<file path="config.mk">
export PLATFORM = sky130hd
export DESIGN_NAME = claw_actuator_flat
export DESIGN_NICKNAME = d
export VERILOG_FILES = /design/src/rtl/claw_if.sv /design/src/rtl/claw_actuator.sv /design/src/flat_wrapper.sv
export SDC_FILE = /design/constraint.sdc
export NUM_CORES = 1
export LEC_CHECK = 0
export CAP_MARGIN = 20
export CORE_MARGIN = 5
export CORE_UTILIZATION = 52
export CTS_CLUSTER_SIZE = 28
export DETAILED_ROUTE_END_ITERATION = 8
export HOLD_SLACK_MARGIN = 0.12
export PLACE_DENSITY = 0.83
export SYNTH_ARGS = -nofsm -noshare
export SYNTH_HDL_FRONTEND = slang
export SYNTH_SLANG_ARGS = --single-unit
</file>
<file path="constraint.sdc">
create_clock -name clk -period 2 [get_ports clk]
set_input_delay 0.3 -clock clk [delete_from_list [all_inputs] [get_ports clk]]
set_output_delay 0.3 -clock clk [all_outputs]
set_load 0.1 [all_outputs]
</file>
<file path="src/rtl/claw_if.sv">
// Claw actuator signal bundle: catch request and limit switches in,
// motor drives, grip PWM and status out.
interface claw_if;
  logic [3:0] strength;
  logic       bottom_hit;
  logic       top_hit;
  logic       home_hit;
  logic       motor_down;
  logic       motor_up;
  logic       motor_back;
  logic       grip_pwm;
  logic       busy;
  logic       done;
  logic       fault;

  modport master (
    output strength, bottom_hit, top_hit, home_hit,
    input  motor_down, motor_up, motor_back,
    input  grip_pwm, busy, done, fault
  );

  modport slave (
    input  strength, bottom_hit, top_hit, home_hit,
    output motor_down, motor_up, motor_back,
    output grip_pwm, busy, done, fault
  );
endinterface

</file>
<file path="src/rtl/claw_actuator.sv">
// Claw catch sequencer: descend, grip, lift, return, release.
// Optional motion watchdog enabled by defining CLAW_TIMEOUT_EN.
module claw_actuator #(
  parameter int HOLD_CYC    = 64,
  parameter int RELEASE_CYC = 32,
  parameter int TIMEOUT_CYC = 1024
) (
  input  logic   clk,
  input  logic   rstn,
  claw_if.slave  bus
);
  localparam int HR =
    HOLD_CYC > RELEASE_CYC ? HOLD_CYC : RELEASE_CYC;
`ifdef CLAW_TIMEOUT_EN
  localparam int MAXC = HR > TIMEOUT_CYC ? HR : TIMEOUT_CYC;
`else
  localparam int MAXC = HR;
`endif
  localparam int CW = MAXC > 1 ? $clog2(MAXC) : 1;

  typedef enum logic [2:0] {
    S_IDLE, S_DESCEND, S_CLOSE,
    S_LIFT, S_RETURN, S_RELEASE
  } state_t;

  state_t        state, nxt;
  logic [CW-1:0] cnt, cnt_nxt;
  logic [3:0]    level, pwm_cnt, pwm_inc;
  logic          moving, counting;
  logic          md, mu, mb, grip, busy, done;

  assign moving = state inside {S_DESCEND, S_LIFT, S_RETURN};
`ifdef CLAW_TIMEOUT_EN
  logic to_hit, fault;
  assign counting = moving ||
    state inside {S_CLOSE, S_RELEASE};
`else
  assign counting = state inside {S_CLOSE, S_RELEASE};
`endif

  assign pwm_inc = (pwm_cnt == 4'd9) ? 4'd0 : pwm_cnt + 4'd1;

  always_comb begin
    nxt = state;
    unique case (state)
      S_IDLE:
        if (bus.strength != 4'd0) nxt = S_DESCEND;
      S_DESCEND:
        if (bus.bottom_hit) nxt = S_CLOSE;
      S_CLOSE:
        if (cnt == CW'(HOLD_CYC - 1)) nxt = S_LIFT;
      S_LIFT:
        if (bus.top_hit) nxt = S_RETURN;
      S_RETURN:
        if (bus.home_hit) nxt = S_RELEASE;
      S_RELEASE:
        if (cnt == CW'(RELEASE_CYC - 1)) nxt = S_IDLE;
      default:
        nxt = S_IDLE;
    endcase
`ifdef CLAW_TIMEOUT_EN
    to_hit = 1'b0;
    // a limit switch seen in the same cycle wins over the watchdog
    if (moving && nxt == state &&
        cnt == CW'(TIMEOUT_CYC - 1)) begin
      nxt    = S_RELEASE;
      to_hit = 1'b1;
    end
`endif
    if (counting && nxt == state)
      cnt_nxt = cnt + CW'(1);
    else
      cnt_nxt = '0;
  end

  always_ff @(posedge clk) begin
    if (!rstn) begin
      state   <= S_IDLE;
      cnt     <= '0;
      level   <= 4'd0;
      pwm_cnt <= 4'd0;
      md      <= 1'b0;
      mu      <= 1'b0;
      mb      <= 1'b0;
      grip    <= 1'b0;
      busy    <= 1'b0;
      done    <= 1'b0;
`ifdef CLAW_TIMEOUT_EN
      fault   <= 1'b0;
`endif
    end else begin
      state <= nxt;
      cnt   <= cnt_nxt;
      if (state == S_IDLE && nxt == S_DESCEND)
        level <= (bus.strength > 4'd9) ? 4'd9 : bus.strength;
      md   <= nxt == S_DESCEND;
      mu   <= nxt == S_LIFT;
      mb   <= nxt == S_RETURN;
      busy <= nxt != S_IDLE;
      done <= state == S_RELEASE && nxt == S_IDLE;
`ifdef CLAW_TIMEOUT_EN
      fault <= to_hit;
`endif
      // PWM phase restarts on CLOSE entry, runs on through LIFT/RETURN
      if (nxt == S_CLOSE && state != S_CLOSE) begin
        pwm_cnt <= 4'd0;
        grip    <= level != 4'd0;
      end else if (nxt inside {S_CLOSE, S_LIFT, S_RETURN}) begin
        pwm_cnt <= pwm_inc;
        grip    <= pwm_inc < level;
      end else begin
        pwm_cnt <= 4'd0;
        grip    <= 1'b0;
      end
    end
  end

  assign bus.motor_down = md;
  assign bus.motor_up   = mu;
  assign bus.motor_back = mb;
  assign bus.grip_pwm   = grip;
  assign bus.busy       = busy;
  assign bus.done       = done;
`ifdef CLAW_TIMEOUT_EN
  assign bus.fault      = fault;
`else
  assign bus.fault      = 1'b0;
`endif
endmodule

</file>
<file path="src/flat_wrapper.sv">
// flat-port wrapper written by rule: the top's interface ports become plain ports
module claw_actuator_flat 
#(
  parameter int HOLD_CYC    = 64,
  parameter int RELEASE_CYC = 32,
  parameter int TIMEOUT_CYC = 1024
)
  (clk, rstn, bus_strength, bus_bottom_hit, bus_top_hit, bus_home_hit, bus_motor_down, bus_motor_up, bus_motor_back, bus_grip_pwm, bus_busy, bus_done, bus_fault);
  claw_if bus_i ();
  input  logic clk;
  input  logic rstn;
  input wire logic [$bits(bus_i.strength)-1:0] bus_strength;
  input wire logic [$bits(bus_i.bottom_hit)-1:0] bus_bottom_hit;
  input wire logic [$bits(bus_i.top_hit)-1:0] bus_top_hit;
  input wire logic [$bits(bus_i.home_hit)-1:0] bus_home_hit;
  output wire logic [$bits(bus_i.motor_down)-1:0] bus_motor_down;
  output wire logic [$bits(bus_i.motor_up)-1:0] bus_motor_up;
  output wire logic [$bits(bus_i.motor_back)-1:0] bus_motor_back;
  output wire logic [$bits(bus_i.grip_pwm)-1:0] bus_grip_pwm;
  output wire logic [$bits(bus_i.busy)-1:0] bus_busy;
  output wire logic [$bits(bus_i.done)-1:0] bus_done;
  output wire logic [$bits(bus_i.fault)-1:0] bus_fault;
  assign bus_i.strength = bus_strength;
  assign bus_i.bottom_hit = bus_bottom_hit;
  assign bus_i.top_hit = bus_top_hit;
  assign bus_i.home_hit = bus_home_hit;
  assign bus_motor_down = bus_i.motor_down;
  assign bus_motor_up = bus_i.motor_up;
  assign bus_motor_back = bus_i.motor_back;
  assign bus_grip_pwm = bus_i.grip_pwm;
  assign bus_busy = bus_i.busy;
  assign bus_done = bus_i.done;
  assign bus_fault = bus_i.fault;
  claw_actuator #(.HOLD_CYC(HOLD_CYC), .RELEASE_CYC(RELEASE_CYC), .TIMEOUT_CYC(TIMEOUT_CYC)) u_core (.clk(clk), .rstn(rstn), .bus(bus_i));
endmodule
</file>
==> summary.txt <==
Logic synthesis
  • Top cells by area, synth: dfxtp_1, nor2_1, ha_1, a21oi_1, nand2_1
  • Top FF cell, synth: dfxtp_1
  • Most frequent cells after synthesis: dfxtp_1, nor2_1, nand2_1
  • Synth Cell Area: 0.00113 mm2
  • EDFF count, synth: 0
  • Dominant cell type by area after synthesis: dfxtp_1
  • Register area share after synthesis: 40.7%
  • Unique masters post-synth: 41
  • Avg Inst Size Synth: between 8 and 9 um2
  • Most frequent cell after synthesis: dfxtp_1
  • Ys async rst share: 0%
  • Ys Warns: 0
  • Top cell type's share of synthesized area: 40.7%
  • FF+latch count, synth: 23
  • Post-synthesis cell count: between 100 and 150
  • Syn_nets: around 150

Drt
  • Routed Antenna Nets: 0
  • Total Wirelength: 2.15 mm
  • Via density per instance: 5.35
  • DRT iter0 DRCs: 15
  • Wire per inst: 12.1 um
  • Post-route DRC violation count: 0
  • Via count: around 950
  • Pre-antenna DRT Iters: 4

GRT
  • Tot GR Track Use: 14.6%
  • Pin count of the biggest net entering global routing: 15
  • Vias in the first global route: 915
  • Antenna violations before repair: 0
  • Global-route wire length before repair: 3.84 mm
  • Overflow after GRT: 0

Critical path
  • Worst path required time: 2.20 ns
  • Maximum fanout along the worst path: 11
  • Critical Path End: u_core.cnt[4]
  • CP Class: reg -> reg
  • CP Data Arrival Time: 1.93 ns
  • R2r worst-path depth: 5
  • Reg-to-Reg End: u_core.cnt[4]
  • Worst R2R Start: u_core.state[0]
  • CP Launch Type: register
  • Worst Setup SP: u_core.state[0]
  • Critical path endpoint category: register
  • Flop-to-flop setup slack: 0.27 ns

Worst hold path
  • Hold wc startpoint: u_core.cnt[0]
  • WHS Path Cells: 1
  • Hold Crit Class: reg -> reg

Timing
  • Tcrit/Tclk final: 86.6%
  • Pins Over Slew Limit: 0
  • Hold Fails Final Rpt: 0
  • RSZ-0062 raised after global routing: no
  • Max frequency: 577 MHz
  • Tmin final: 1.73 ns
  • Setup Viol. Count Final: 0
  • Max Clock Skew: 0.0106 ns
  • Fin worst setup slack: around 0.27 ns

Clock network
  • Worst-path clk slew: 0.13 ns
  • # resized after CTS: 0
  • CTS Hold Bufs: 0
  • Worst skew pair latency: between 0.3 and 0.4 ns
  • Post-CTS Setup Inserts: 0
  • Clk buf depth: 2
  • TritonCTS Buffers: 3
  • Root buffer cell: clkbuf_4
  • CTS Sinks: 23
  • H-tree depth: 1
  • CTS tree: done

Pwr
  • Max VDD drop: 0.000452 V
  • Leak pwr: 0.000510 uW
  • Pwr Density: 713 mW/mm2

Die
  • Die Span Y: 56.7 um
  • Core area: 0.00202 mm2
  • # IOs: 16
  • Chip width: between 50 and 60 um
  • Initial Util: 56.0%
  • Row cnt: 16
  • DIE AREA: 0.00321 mm2

Cells and area
  • Nets: 165
  • FF+latch area: 460 um2
  • Final Cell Area: around 0.0013 mm2
  • Multi-input logic area: 598 um2
  • Filler cell count: around 170
  • Share of layout cells above drive strength 1: 13.9%
  • Ant. Diodes: 0
  • Post-layout util: 65.4%
  • Layout area overhead: 16.8%

Place
  • DP Wirelength: 1.70 mm
  • RD Place Congestion: 0.799
  • DP Area: 0.00129 mm2
  • PortBufs: 14
  • Setup slack after placement: -0.0105 ns

Run
  • Max cap viols: 0

Outcome
  • Status: completed
==> worst min path at each step <==
stage                               end  slack, ns
after floorplan           u_core.cnt[0]       0.43
after global placement    u_core.cnt[0]       0.45
after detailed placement  u_core.cnt[0]       0.45
after CTS                 u_core.cnt[0]       0.48
after global routing      u_core.cnt[0]       0.52
final                     u_core.cnt[0]       0.47
==> stage by stage <==
step	power, uW	setup TNS [ns]	cells	hold WS, ns
6_report	943	0	178	0.473
5_1_grt	994	0	178	0.518
4_1_cts	946	0	178	0.482
3_5_place_dp	735	-0.0261	174	0.453
3_3_place_gp	730	0	174	0.448
2_1_floorplan	680	0	133	0.430
==> critical path: stages, from the launching register on <==
cell and delay, ns:
dfxtp_1 0.43, or3b_1 0.45, o21ai_2 0.21, a21oi_1 0.11
o2111ai_2 0.33, nor2_1 0.08
==> logic make-up after synthesis <==
group | Yosys count | share of synthesized area, %
and+or+nand+nor | 53 | 23.6
DFF | 23 | 40.7
other | 1 | 0.331
muxes | 2 | 1.77
xor gates and xnor gates | 5 | 3.87
adders and majority gates | 4 | 4.42
buffers and inverters | 15 | 6.52
AOI/OAI and AO/OA | 30 | 18.8
==> per-layer routing <==
metal	track usage, %	share of wire (%)	up-vias
met5	0	0	-
met4	5.08	1.3	0
met3	2.75	5.5	5
met2	23.4	46	29
met1	19.5	47	423
li1	-	-	496
==> power by group <==
| part | internal (uW) | switching (uW) | total (uW) |
|---|---|---|---|
| sequential | 481 | 18.7 | 500 |
| clock | 76.2 | 142 | 218 |
| combinational | 81.6 | 144 | 225 |
==> state kept, by name (all words and copies together) (netlist names) <==
name	count
u_core.cnt	6
u_core.bus.motor_down	1
u_core.level	4
u_core.state	3
u_core.bus.done	1
u_core.pwm_cnt	4
u_core.bus.grip_pwm	1
u_core.bus.busy	1
u_core.bus.motor_up	1
u_core.bus.motor_back	1
==> cell usage in the layout (no fill, tap or decap), types with 3 or more instances in the layout <==
master | Yosys | routed
nand3_1 | 6 | 6
nor2_1 | 15 | 15
nor2b_1 | 3 | 3
clkdlybuf4s50_1 | 0 | 8
inv_1 | 9 | 9
dfxtp_1 | 23 | 23
xnor2_1 | 3 | 3
a21oi_1 | 9 | 9
nand2b_1 | 4 | 4
nand2_1 | 12 | 12
clkbuf_4 | 0 | 3
o21a_1 | 3 | 3
o21ai_0 | 6 | 6
ha_1 | 4 | 4
buf_4 | 2 | 11
==> cell type report <==
cell class                      count  share of cell area (%)
Multi-Input combinational cell     95                    45.2
Tap cell                           27                    2.55
Inverter                           10                    2.84
Clock inverter                      1                   0.568
Timing Repair Buffer               19                    12.3
Clock buffer                        3                    1.70
Sequential cell                    23                    34.8
(Power assumes the default switching activity.)
